**src/rtl/sram_arbiter.sv**
```systemverilog
// Three-port sequencer for a 16-bit asynchronous SRAM: setup, strobe (WAIT_CYCLES clocks), hold.
// Define SRAM_ARB_RR_EN for round-robin grants; otherwise fixed priority, port 0 highest.
module sram_arbiter #(
   parameter int unsigned WAIT_CYCLES = 1
) (
   input  logic        clk,
   input  logic        reset,
   input  logic [2:0]  req,
   input  logic [2:0]  we,
   input  logic [53:0] addr,
   input  logic [47:0] wdata,
   input  logic [5:0]  be,
   output logic [2:0]  ack,
   output logic [15:0] rdata,
   output logic        busy,
   output logic [17:0] ADR,
   output logic        RAMCS,
   output logic        RAMOE,
   output logic        RAMWE,
   output logic        RAMLB,
   output logic        RAMUB,
   input  logic [15:0] sram_pins_din,
   output logic [15:0] sram_pins_dout,
   output logic        sram_pins_drive
);

   localparam logic [1:0] S_IDLE   = 2'd0;
   localparam logic [1:0] S_SETUP  = 2'd1;
   localparam logic [1:0] S_STROBE = 2'd2;
   localparam logic [1:0] S_HOLD   = 2'd3;

   localparam logic [3:0] STROBE_LAST = 4'(WAIT_CYCLES - 1);

   logic [1:0]  state;
   logic [3:0]  cnt;
   logic [1:0]  gnt;
   logic        gnt_we;
   logic [1:0]  pick;
   logic        sel_we;
   logic [17:0] sel_addr;
   logic [15:0] sel_wdata;
   logic [1:0]  sel_be;

`ifdef SRAM_ARB_RR_EN
   logic [1:0] last;
   logic [1:0] cand;
   logic       found;

   // Search the three ports starting just after the most recent grant.
   always_comb begin
      pick  = 2'd0;
      found = 1'b0;
      cand  = (last == 2'd2) ? 2'd0 : last + 2'd1;
      for (int unsigned i = 0; i < 3; i++) begin
         if (!found && req[cand]) begin
            pick  = cand;
            found = 1'b1;
         end
         cand = (cand == 2'd2) ? 2'd0 : cand + 2'd1;
      end
   end

   always_ff @(posedge clk) begin
      if (reset)
         last <= 2'd2;
      else if (state == S_IDLE && |req)
         last <= pick;
   end
`else
   always_comb begin
      if (req[0])
         pick = 2'd0;
      else if (req[1])
         pick = 2'd1;
      else
         pick = 2'd2;
   end
`endif

   always_comb begin
      case (pick)
         2'd1: begin
            sel_we    = we[1];
            sel_addr  = addr[35:18];
            sel_wdata = wdata[31:16];
            sel_be    = be[3:2];
         end
         2'd2: begin
            sel_we    = we[2];
            sel_addr  = addr[53:36];
            sel_wdata = wdata[47:32];
            sel_be    = be[5:4];
         end
         default: begin
            sel_we    = we[0];
            sel_addr  = addr[17:0];
            sel_wdata = wdata[15:0];
            sel_be    = be[1:0];
         end
      endcase
   end

   // ADR and sram_pins_dout double as the latched request; they only change on a grant.
   always_ff @(posedge clk) begin
      if (reset) begin
         state           <= S_IDLE;
         cnt             <= '0;
         gnt             <= '0;
         gnt_we          <= 1'b0;
         ADR             <= '0;
         sram_pins_dout  <= '0;
         sram_pins_drive <= 1'b0;
         RAMCS           <= 1'b1;
         RAMOE           <= 1'b1;
         RAMWE           <= 1'b1;
         RAMLB           <= 1'b1;
         RAMUB           <= 1'b1;
         ack             <= '0;
         rdata           <= '0;
         busy            <= 1'b0;
      end else begin
         ack <= '0;
         case (state)
            S_IDLE: begin
               if (|req) begin
                  state  <= S_SETUP;
                  busy   <= 1'b1;
                  gnt    <= pick;
                  gnt_we <= sel_we;
                  ADR    <= sel_addr;
                  RAMCS  <= 1'b0;
                  RAMLB  <= ~sel_be[0];
                  RAMUB  <= ~sel_be[1];
                  if (sel_we) begin
                     sram_pins_drive <= 1'b1;
                     sram_pins_dout  <= sel_wdata;
                     RAMOE           <= 1'b1;
                  end else begin
                     RAMOE <= 1'b0;
                  end
               end
            end
            S_SETUP: begin
               state <= S_STROBE;
               cnt   <= STROBE_LAST;
               if (gnt_we)
                  RAMWE <= 1'b0;
            end
            S_STROBE: begin
               if (cnt == 4'd0) begin
                  state <= S_HOLD;
                  RAMWE <= 1'b1;
                  RAMOE <= 1'b1;
                  ack   <= 3'b001 << gnt;
                  if (!gnt_we)
                     rdata <= sram_pins_din;
               end else begin
                  cnt <= cnt - 4'd1;
               end
            end
            S_HOLD: begin
               state           <= S_IDLE;
               busy            <= 1'b0;
               RAMCS           <= 1'b1;
               RAMLB           <= 1'b1;
               RAMUB           <= 1'b1;
               sram_pins_drive <= 1'b0;
            end
            default: state <= S_IDLE;
         endcase
      end
   end

endmodule
```
**config.mk**
```make
export PLATFORM = sky130hd
export DESIGN_NAME = sram_arbiter
export DESIGN_NICKNAME = d
export VERILOG_FILES = /design/src/rtl/sram_arbiter.sv
export SDC_FILE = /design/constraint.sdc
export NUM_CORES = 1
export LEC_CHECK = 0
export ABC_AREA = 1
export CAP_MARGIN = 20
export CORE_MARGIN = 4
export CORE_UTILIZATION = 35
export DETAILED_ROUTE_END_ITERATION = 7
export HOLD_SLACK_MARGIN = 0.15
export PLACE_DENSITY_LB_ADDON = 0.08
export SYNTH_ARGS = -nofsm -noshare
export SYNTH_HDL_FRONTEND = slang
export SYNTH_SLANG_ARGS = --single-unit
```
**constraint.sdc**
```tcl
create_clock -name clk -period 1.25 [get_ports clk]
set_input_delay 0.25 -clock clk [delete_from_list [all_inputs] [get_ports clk]]
set_output_delay 0.25 -clock clk [all_outputs]
set_load 0.05 [all_outputs]
```
==> Word-level counts from Yosys, hierarchy flattened <==
Cells that the tools add are included.
{ "totals": {"latchBits": 0, "out_inout_bits": 60, "n_memories": 0, "inputBits": 132, "ramBits": 0, "mem_bits_ro": 0, "register_bits": 69} }
{ "classes": {"n_bitwise": 5, "shift": 1, "n_eq_ne": 10, "magnitude_cmp": 0, "n_reduce_logical": 16, "n_mul": 0, "add_sub_neg": 1, "mux": 28, "div_mod_pow": 0} }
{ "op_table": {"columns": ["cell", "count"], "rows": [
  ["18-bit case mux with 2 select lines", 1],
  ["16-bit case mux with 2 select lines", 1],
  ["1-bit case mux with 2 select lines", 8],
  ["3-bit AND reduction", 5],
  ["1-bit two-way mux", 10],
  ["2-bit != test (second input constant)", 5],
  ["2-bit two-way mux", 4],
  ["2-bit case mux with 4 select lines", 1],
  ["4-bit case mux with 2 select lines", 1],
  ["2-bit AND reduction", 4],
  ["2-bit equality test (second input constant)", 3],
  ["2-bit nonzero test", 3],
  ["3-bit OR reduction", 2],
  ["1-bit NOT", 5],
  ["2-bit by 1-bit equality test with 1-bit output (second input constant)", 2],
  ["4-bit zero test", 1],
  ["4-bit two-way mux", 1],
  ["2-bit case mux with 2 select lines", 1],
  ["4-bit by 1-bit subtractor with 4-bit output (second input constant)", 1],
  ["1-bit by 2-bit left shift with 3-bit output (first input constant)", 1],
  ["2-bit zero test", 1]
]} }

==> Longest topological paths before layout <==
Gate-level depths: netlist of the first run.
{ "logic_depth": {"ltp_word": 7, "mapped_depth": 9, "ltp_nobuf": 8} }

==> Least setup slack after synthesis of the first run <==
OpenSTA, ideal clock, no wires.
{ "synth_path": {"path_type": "register -> register", "startpoint": "register state[0]", "endpoint": "register rdata[0]", "arrival_time_ns": 1.316, "slack_ns": -0.136, "synth_period_minus_slack_ns": 1.386, "path_buffers": 1, "setup_ns": 0.070, "stages_incl_launch_ff": 9, "required_ns": 1.180, "cell_sequence": "dfxtp_1 inv_1 ha_1 nand3_1 inv_2 nand2_1 buf_4 nand2_1 a21oi_1"} }
{ "synth_between": {"elab_chain_cells": 2} }
{ "synth_lines": {"columns": ["item", "line", "source"], "rows": [
  ["from (decl)", "34", "logic [1:0] state;"],
  ["from (signal assigned)", "106", "state <= S_IDLE;"],
  ["from (signal assigned)", "126", "state <= S_SETUP;"],
  ["from (signal assigned)", "144", "state <= S_STROBE;"],
  ["2-bit equality test", "123", "case (state)"],
  ["3-bit AND reduction (no source line)", null, null],
  ["to (signal assigned)", "156", "rdata <= sram_pins_din;"],
  ["to (decl)", "14", "output logic [15:0] rdata,"]
]} }
No other way between the ends.
A chain may end at the register's enable or synchronous reset.

==> Final worst setup path of the first run <==
{ "layout_path": {"startpoint": "register state[1]", "endpoint": "register ADR[10]"} }
{ "layout_between": {"elab_chain_cells": 2} }
{ "layout_lines": {"columns": ["item", "line", "source"], "rows": [
  ["2-bit zero test", "123", null],
  ["2-bit AND reduction (no source line)", null, null],
  ["to (signal assigned)", "130", "ADR <= sel_addr;"],
  ["to (decl)", "16", "output logic [17:0] ADR,"]
]} }
No other way between the ends.

==> impl_results.md, run 1 <==
* Startpoint class of the critical path: register
* First-pass GRT wire length at 18360 um
* Die Height at roughly 110 um
* Yosys warning count at 0
* H-tree levels at 3
* DR iter-0 viols at 198
* Layout Nets at 872
* Post-Syn Area per Cell at 6.624 um2
* Cell Chain, Critical Path: inv_2 > ha_4 > inv_4 > a21oi_4 > buf_4 > clkbuf_16 > o21ai_1 > a21oi_1
* GPL Wtd Cong at 0.8500
* Vias in the first global route at about 3900
* Final setup margin at -0.1043 ns
* Hold Vio Cnt, Final at 0
* Number of core rows at 35
* Area of the die at 0.01129 mm2
* Time the worst path needs with I/O delays and setup at 1.354 ns
* Critical Path Max Stage Delay at 0.34 ns
* Yosys cell types at 27
* Worst Path Arrival at 1.63 ns
* Die span in x at 106.2 um
* Hold Path Class: in2reg
* Initial core utilization at 36.22%
* Initial antenna violation count at 0
* Port bufs at 191
* Final instance area at slightly below 0.007 mm2
* CTS tree: done
* CP required at 1.52 ns
* RSZ-0062 raised after global routing: yes
* Clock skew at 0.009708 ns
* Endpoints failing setup at 50
* Worst vdd ir at 1223 uV
* Place WS at -0.4280 ns
* Post-Synthesis Net Count at 647
* Synth-to-Final Area Change at 106.1%
* # DRC at 0
* Detailed Place HPWL at 9016 um
* Worst path top cell family by delay: buffers and inverters
* Failing checks: setup timing
* Yosys reg bits at 69
* Vias per inst at 4.777
* CTS Hold Bufs at 0
* Core area at 0.009328 mm2
* Dpl cell area at between 0.006 and 0.007 mm2
* Clk_lat worst skew at between 0.3 and 0.4 ns
* GRT Total Usage at 20.23%
* Syn Inst Count at 510
* Worst Setup End Kind: register
* Final global-route overflow total at 0
* Via Count at a little over 4000
* Cts bufs inserted at 9
* Total power at 14.52 mW
* Fmax achieved at 738.4 MHz
* Final Cycle Share at 108.3%
* Seq/Total Area, Yosys at between 40 and 50%
* Largest net degree at the start of global routing at 40
* Status: complete, but fails checks
* Most common cell after layout, fill and taps aside: nand2_1
* Total inserted antenna cells at 0
* Layout cells sized above 1 at a little over a quarter
* Slew margin rel. at 80.56%
* Setup_tns at -1.810 ns
* DRT Wirelength at between 10000 and 15000 um
* Mapped Area at 0.003378 mm2
* Slowest stage cell, crit path: dfxtp_2
* Clock Tree Root: clkbuf_8
* CP Max Fanout at 18
* Remaining antenna violation count at 0
* Placed cell count at 841
* Most frequent cells in the layout: nand2_1, clkdlybuf4s50_1, buf_12, dfxtp_1, a21oi_1
* Clock slew at reported path FFs at 0.08 ns
* Fin cells at 869
* Fin. max-slew vios at 0
* Buffer and inverter count on the worst path at 4
* Cell Pwr Density at 2085 mW/mm2
* TritonRoute pass-1 iters at 4
* Max_cap viols at 0
* Critical Setup Path Class: reg2reg
* Wire per inst at 14.75 um
* Worst-margin pin slew at 0.2915 ns
* Longest Clk Path Bufs at 2
* Leakage at 3.006 nW
* I/O pin total at 192
* Hold slack at 0.4337 ns
* Sink Count at 69
* Fin util at 74.65%
-- sequential cells by signal, indices dropped and copies added (netlist names) --
name and cells:
RAMCS 1, RAMWE 1, sram_pins_drive 1, RAMLB 1, busy 1, ack 3, RAMUB 1, rdata 16
gnt_we 1, gnt 2, sram_pins_dout 16, ADR 18, cnt 4, state 2, RAMOE 1
-- kinds of logic (layout without fill, tap and decap cells) --
group,after synthesis,count (layout),share of synthesized area (%)
AND/OR/NAND/NOR,289,290,35.48
AO/OA/AOI/OAI,85,85,13.15
flip-flops,69,69,40.89
buffers and inverters,62,291,8.630
adder cells (fa/ha/maj),5,5,1.852
-- area by class of cell --
class,instances,area [um2]
clock buffers,9,123.9
clock inverters,7,98.84
fillers,677,2365
inverters,35,155.1
multi-input cells,380,1976
flip-flops and latches,69,1386
well taps,129,161.4
repair buffers,240,3062
-- synth_stat cells, drive strengths merged --
cell type / instances / area, um2
nor3: 3 / 15.01
clkbuf: 7 / 26.28
buf: 20 / 133.9
nand4: 1 / 6.260
a21oi: 61 / 316.6
a21boi: 1 / 7.510
or2: 1 / 6.260
o21a: 1 / 7.510
dfxtp: 69 / 1381
nand2: 192 / 728.2
inv: 34 / 127.6
nor3b: 1 / 7.510
nor2: 39 / 170.2
ha: 5 / 62.56
nand3: 52 / 265.3
o211ai: 1 / 7.510
o21ai: 21 / 105.1
clkinv: 1 / 3.750
-- worst paths after layout --
kind,startpoint,to,slack [ns],cells past startpoint
worst max-delay path,state[1]$_SDFFE_PP0P_,ADR[10]$_SDFFE_PP0P_,-0.10,8
worst min-delay path,req[0],gnt[1]$_SDFFE_PP0P_,0.43,4
worst max register to register,state[1]$_SDFFE_PP0P_,ADR[10]$_SDFFE_PP0P_,-0.10,8
worst min register to register,gnt[1]$_SDFFE_PP0P_,ack[0]$_SDFF_PP0_,0.46,1
-- layer usage --
metal / share of wire, % / GRT usage (%)
met4: 2.2 / 7.493
met2: 50 / 35.79
met5: 0 / 0
met3: 9.1 / 7.650
met1: 39 / 21.86
-- report_power, final --
part	total [mW]	internal [mW]	leakage, nW	switching [mW]
clock	2.07	1.13	0.110	0.936
combinational	8.93	4.32	2.33	4.61
sequential	3.52	2.86	0.569	0.660
total	14.5	8.31	3.01	6.20
-- worst register-to-register path, stage by stage, from the launching register on --
cell and delay (ns):
dfxtp_2 0.34, inv_2 0.08, ha_4 0.16, inv_4 0.05, a21oi_4 0.17, buf_4 0.16, clkbuf_16 0.17, o21ai_1 0.07
a21oi_1 0.11
-- what timing repair did --
action | in CTS | in global routing
resized for setup | 34 | 52
gates cloned | 1 | 5
setup buffers | 3 | 5
pin swaps | 5 | 23
endpoints found under the setup margin | 59 | 65
Note: power is estimated with default switching activity, not from simulation.
==> run 2, diff against run 1 <==
Settings changed: GPL_ROUTABILITY_DRIVEN from default to 0, SLEW_MARGIN from default to 20, TNS_END_PERCENT from default to 1.
==> impl_results.md, run 2 (synthesized netlist as in run 1, its figures left out) <==
* TritonRoute pass-1 iters at 4 (unchanged)
* Worst Path Arrival at 1.59 ns (was 1.63 ns)
* Initial antenna violation count at 0 (unchanged)
* Area of the die at 0.01129 mm2 (unchanged)
* Largest net degree at the start of global routing at 38 (was 40)
* CP Max Fanout at 33 (was 18)
* Die span in x at 106.2 um (unchanged)
* Reg2Reg Depth at 9 (was 8)
* Hold Vio Cnt, Final at 0 (unchanged)
* Fin util at 71.94% (was 74.65%)
* GRT Total Usage at 20.41% (was 20.23%)
* # DRC at 0 (unchanged)
* CTS Hold Bufs at 0 (unchanged)
* Worst Setup End Kind: register (unchanged)
* Clk_lat worst skew at 0.35 ns (about the same)
* Port bufs at 191 (unchanged)
* Number of core rows at 35 (unchanged)
* Critical Setup Path Class: reg2reg (unchanged)
* Seq pwr share at 25.8% (was 24.2%)
* Wire per inst at 13.59 um (was 14.75 um)
* R2r startpoint: state[1]$_SDFFE_PP0P_ (unchanged)
* First-pass GRT wire length at 18620 um (was 18360 um)
* Pint at 7.806 mW (was 8.315 mW)
* Hold slack at 0.4282 ns (was 0.4337 ns)
* Clock power frac at 15.3% (was 14.3%)
* Fin. max-slew vios at 0 (unchanged)
* Clock Tree Root: clkbuf_8 (unchanged)
* Final global-route overflow total at 0 (unchanged)
* Cell Pwr Density at 2029 mW/mm2 (was 2085 mW/mm2)
* H-tree levels at 3 (unchanged)
* Biggest regs: ADR: 18 flops, rdata: 16 flops, sram_pins_dout: 16 flops (unchanged)
* Core area at 0.009328 mm2 (unchanged)
* Hold Path Class: in2reg (unchanged)
* Remaining antenna violation count at 0 (unchanged)
* Sw Share at 42.68% (was 42.73%)
* Layout cells sized above 1 at 22.19% (was 26.08%)
* Crit path from: state[1]$_SDFFE_PP0P_ (unchanged)
* Fmax achieved at 764.8 MHz (was 738.4 MHz)
* Clock slew at reported path FFs at 0.08 ns (about the same)
* Longest Clk Path Bufs at 2 (unchanged)
* Worst vdd ir at 1563 uV (was 1223 uV)
* Slew margin rel. at 75.71% (was 80.56%)
* Synth-to-Final Area Change at 98.63% (was 106.1%)
* Time the worst path needs with I/O delays and setup at 1.308 ns (was 1.354 ns)
* CTS tree: done (unchanged)
* Worst-margin pin slew at 0.3644 ns (was 0.2915 ns)
* Largest reg by FF count: ADR (unchanged)
* RR Endpoint: sram_pins_dout[6]$_SDFFE_PP0P_ (was ADR[10]$_SDFFE_PP0P_)
* Clock skew at 0.009464 ns (was 0.009708 ns)
* RSZ-0062 raised after global routing: yes (unchanged)
* I/O pin total at 192 (unchanged)
* Filler cells at 736 (was 677)
* Startpoint class of the critical path: register (unchanged)
* DRT Wirelength at 11670 um (was 12820 um)
* Cts bufs inserted at 9 (unchanged)
* Most common cell after layout, fill and taps aside: nand2_1 (unchanged)
* Setup crit end: sram_pins_dout[6]$_SDFFE_PP0P_ (was ADR[10]$_SDFFE_PP0P_)
* Status: complete, but fails checks (unchanged)
* Detailed Place HPWL at 8989 um (was 9016 um)
* Comb power frac at 58.9% (was 61.5%)
* Total power at 13.62 mW (was 14.52 mW)
* Sink Count at 69 (unchanged)
* Place WS at -0.4335 ns (was -0.4280 ns)
* Most frequent cells in the layout: nand2_1, clkdlybuf4s50_1, buf_12, dfxtp_1, a21oi_1 (unchanged)
* Max FFs per register at 18 (unchanged)
* Leakage at 2.893 nW (was 3.006 nW)
* Final Cycle Share at 104.6% (was 108.3%)
* Max_cap viols at 0 (unchanged)
* DR iter-0 viols at 166 (was 198)
* Via Count at 4014 (was 4151)
* Initial core utilization at 36.22% (unchanged)
* CP required at 1.53 ns (was 1.52 ns)
* Vias in the first global route at 3939 (was 3916)
* Layout Nets at 862 (was 872)
* Vias per inst at 4.673 (was 4.777)
* Endpoints failing setup at 30 (was 50)
* Failing checks: setup timing (unchanged)
* Net Switching at 5.812 mW (was 6.204 mW)
* Final setup margin at -0.05761 ns (was -0.1043 ns)
* WHS Path Cells at 5 (was 4)
* Die Height at 106.2 um (unchanged)
* R2r setup slk at -0.06 ns (was -0.10 ns)
* Total inserted antenna cells at 0 (unchanged)
==> run 2: worst min-delay path by stage <==
stage	from	endpoint	slack (ns)
6_report	req[0]	RAMCS$_SDFFE_PP1P_	0.43
5_1_grt	sram_pins_din[8]	rdata[8]$_SDFFE_PP0P_	0.47
4_1_cts	req[0]	RAMCS$_SDFFE_PP1P_	0.41
3_5_place_dp	gnt[1]$_SDFFE_PP0P_	ack[1]$_SDFF_PP0_	0.44
3_3_place_gp	gnt[1]$_SDFFE_PP0P_	ack[1]$_SDFF_PP0_	0.43
2_1_floorplan	reset	cnt[1]$_SDFFE_PP0P_	0.32
==> run 2: area by class of cell <==
cell class / instances / area (um2) / share of cell area (%)
Sequential cell: 69 / 1384 / 20.62
Multi-Input combinational cell: 379 / 1882 / 28.04
Clock inverter: 7 / 103.9 / 1.548
Timing Repair Buffer: 231 / 2914 / 43.43
Clock buffer: 9 / 123.9 / 1.846
Tap cell: 129 / 161.4 / 2.405
Inverter: 35 / 141.4 / 2.107
==> run 2: worst max-delay path, stage by stage, from the launching register on <==
cell and delay [ns]:
dfxtp_2 0.34, inv_2 0.08, ha_4 0.16, inv_4 0.05, a21oi_4 0.15, nand2_2 0.09
buf_12 0.17, nand2_1 0.06, nand2_1 0.04, nor2_1 0.09
==> run 2: timing repair <==
item / in CTS / in global routing
resized for setup: 35 / 20
setup endpoints to repair: 63 / 67
buffers inserted: 1 / 0
pin swaps: 3 / 14
==> run 2: power by group through the flow <==
| stage | combinational [mW] | clock (mW) | sequential [mW] |
|---|---|---|---|
| CTS | 7.90 | 2.14 | 3.51 |
| global placement | 7.48 | 0 | 3.51 |
| detailed placement | 7.62 | 0 | 3.54 |
| floorplan | 2.26 | 0 | 5.09 |
| global route | 8.53 | 2.25 | 3.59 |
| finish | 8.02 | 2.09 | 3.51 |
==> run 2: layer usage <==
metal / global-route usage, % / up-vias / wire, um
li1: - / 2065 / -
met1: 22.19 / 1804 / 4525
met2: 37.38 / 125 / 6055
met3: 5.464 / 20 / 816
met4: 8.048 / 0 / 277
met5: 0 / - / 0
==> run 2: stage by stage <==
step	setup TNS (ns)	instance area [um2]	cells
6_report	-0.8377	6710	859
5_1_grt	-4.905	6710	859
4_1_cts	-0.8899	6641	859
3_5_place_dp	-18.42	6315	842
3_3_place_gp	-14.72	6315	842
2_1_floorplan	-0.1257	3426	510
==> run 3, diff against run 2 <==
Settings changed: CORE_UTILIZATION 35 to 39.
Clock period 1.25 ns to 1.5 ns, I/O delays scaled along.
==> impl_results.md, run 3 (synthesized netlist as in run 1, its figures left out) <==
* Status: complete, no violations (was complete, but fails checks)
* Most common cell after layout, fill and taps aside: nand2_1 (unchanged)
* Via Count at 4103 (was 4014)
* Remaining antenna violation count at 0 (unchanged)
* Setup_tns at 0 ns (was -0.8377 ns)
* H-tree levels at 3 (unchanged)
* Layout Nets at 854 (was 862)
* WHS Path Cells at 1 (was 5)
* Initial antenna violation count at 0 (unchanged)
* Largest net degree at the start of global routing at 35 (was 38)
* Vias in the first global route at 4067 (was 3939)
* Biggest regs: ADR: 18 flops, rdata: 16 flops, sram_pins_dout: 16 flops (unchanged)
* I/O pin total at 192 (unchanged)
* Final instance area at 0.006534 mm2 (was 0.006710 mm2)
* Clock slew at reported path FFs at 0.08 ns (about the same)
* Most frequent cells in the layout: nand2_1, clkdlybuf4s50_1, buf_12, dfxtp_1, a21oi_1 (unchanged)
* Clock Tree Root: clkbuf_8 (unchanged)
* Wire per inst at 14.62 um (was 13.59 um)
* CP required at 1.74 ns (was 1.53 ns)
* Endpoints failing setup at 0 (was 30)
* Critical Setup Path Class: in2reg (was reg2reg)
* Hold Vio Cnt, Final at 0 (unchanged)
* Min-Delay Startpoint: cnt[0]$_SDFFE_PP0P_ (was req[0])
* Fin cells at 827 (was 859)
* Cts bufs inserted at 9 (unchanged)
* Die Height at 101.1 um (was 106.2 um)
* Placed cell count at 805 (was 842)
* Hold path endpoint: cnt[0]$_SDFFE_PP0P_ (was RAMCS$_SDFFE_PP1P_)
* Cell Pwr Density at 1768 mW/mm2 (was 2029 mW/mm2)
* Reg2Reg Depth at 8 (was 9)
* Largest reg by FF count: ADR (unchanged)
* RR Endpoint: ADR[0]$_SDFFE_PP0P_ (was sram_pins_dout[6]$_SDFFE_PP0P_)
* Detailed Place HPWL at 8951 um (was 8989 um)
* Core area at 0.008341 mm2 (was 0.009328 mm2)
* Total inserted antenna cells at 0 (unchanged)
* DR iter-0 viols at 141 (was 166)
* Worst-margin pin slew at 0.3558 ns (was 0.3644 ns)
* Worst Path Arrival at 1.69 ns (was 1.59 ns)
* DRT Wirelength at 12090 um (was 11670 um)
* Filler cells at 582 (was 736)
* First-pass GRT wire length at 18400 um (was 18620 um)
* Vias per inst at 4.961 (was 4.673)
* Time the worst path needs with I/O delays and setup at around 1.5 ns
* Fmax achieved at 686.1 MHz
* GRT busiest layer: met2 (unchanged)
* M2 GR Usage at 43.21% (was 37.38%)
* Hold Path Class: reg2reg (was in2reg)
* Layout cells sized above 1 at 17.73% (was 22.19%)
* TritonRoute pass-1 iters at 4 (unchanged)
* Fin. max-slew vios at 0 (unchanged)
* Leakage at 2.881 nW (was 2.893 nW)
* Port bufs at 191 (unchanged)
* # DRC at 0 (unchanged)
* Clk_lat worst skew at 0.35 ns (about the same)
* Max FFs per register at 18 (unchanged)
* Final global-route overflow total at 0 (unchanged)
* Grt met3 use at 8.651% (was 5.464%)
* Worst Setup End Kind: register (unchanged)
* Worst vdd ir at 1060 uV (was 1563 uV)
* CTS tree: done (unchanged)
* Synth-to-Final Area Change at 93.41% (was 98.63%)
* Crit path from: req[1] (was state[1]$_SDFFE_PP0P_)
* Sink Count at 69 (unchanged)
* Longest Clk Path Bufs at 2 (unchanged)
* Max_cap viols at 0 (unchanged)
* Dpl cell area at 0.006127 mm2 (was 0.006315 mm2)
* R2r setup slk at 0.05 ns (was -0.06 ns)
* Startpoint class of the critical path: primary input (was register)
* R2r startpoint: state[0]$_SDFFE_PP0P_ (was state[1]$_SDFFE_PP0P_)
* Area of the die at 0.01022 mm2 (was 0.01129 mm2)
* GRT Total Usage at 22.68% (was 20.41%)
* Clock skew at 0.003903 ns (was 0.009464 ns)
* Slew margin rel. at 76.28% (was 75.71%)
* Number of core rows at 33 (was 35)
* Met1 Usage GRT at 22.36% (was 22.19%)
* Final Cycle Share at 97.17%
* Initial core utilization at 40.50% (was 36.22%)
* Fin util at 78.34% (was 71.94%)
* CP Max Fanout at 17 (was 33)
* Die span in x at 101.1 um (was 106.2 um)
-- run 3: changes by cell type in the layout (fill, tap and decap cells not counted), sizes merged --
cell	change
inv	-3
buf	-11
dlygate4sd2	-1
bufinv	+2
clkbuf	+3
clkdlybuf4s50	+1
clkinv	+1
-- run 3: final cells by class --
type / count / area [um2] / share of cell area [%]
timing repair buffer: 223 / 2892 / 44.26
multi-input combinational: 379 / 1722 / 26.35
sequential: 69 / 1388 / 21.24
clock inverter: 7 / 146.4 / 2.241
inverter: 35 / 131.4 / 2.011
tap: 105 / 131.4 / 2.011
clock buffer: 9 / 123.9 / 1.896
-- run 3: worst max-delay path, stage by stage --
cell and delay [ns]:
clkdlybuf4s50_1 0.50, nor2_4 0.22, a21oi_4 0.11, buf_12 0.14, buf_12 0.14, o21ai_0 0.21, a21oi_1 0.06
-- run 3: repair_timing --
action                     in CTS  in global routing
resized for setup               0                 13
hold buffers                    0                  0
setup endpoints to repair       0                 50
buffers inserted                0                  3
-- run 3: worst max path at each step --
stage	to
after global placement	RAMLB$_SDFFE_PP1P_
after floorplan	rdata[0]$_SDFFE_PP0P_
final	ADR[9]$_SDFFE_PP0P_
after global routing	ADR[0]$_SDFFE_PP0P_
after CTS	state[1]$_SDFFE_PP0P_
after detailed placement	RAMLB$_SDFFE_PP1P_
-- run 3: metrics by stage --
stage / setup WS [ns] / total power, mW / hold WS, ns
6_report: 0.04245 / 11.55 / 0.4280
5_1_grt: -0.01937 / 12.13 / 0.4557
4_1_cts: 0.04273 / 11.16 / 0.4502
3_5_place_dp: -0.2651 / 9.096 / 0.4435
3_3_place_gp: -0.2148 / 8.934 / 0.4330
2_1_floorplan: 0.1139 / 5.997 / 0.3691
-- run 3: power breakdown --
part / total (mW) / internal [mW] / switching [mW]
Clock: 2.03 / 1.28 / 0.748
Sequential: 2.94 / 2.39 / 0.549
Combinational: 6.58 / 3.14 / 3.44
Total: 11.5 / 6.81 / 4.74
-- run 3: metal layers --
layer  wire length, um  part of all wire (%)
met1              4392                    36
met2              6459                    53
met3              1039                   8.6
met4               200                   1.7
met5                 0                     0
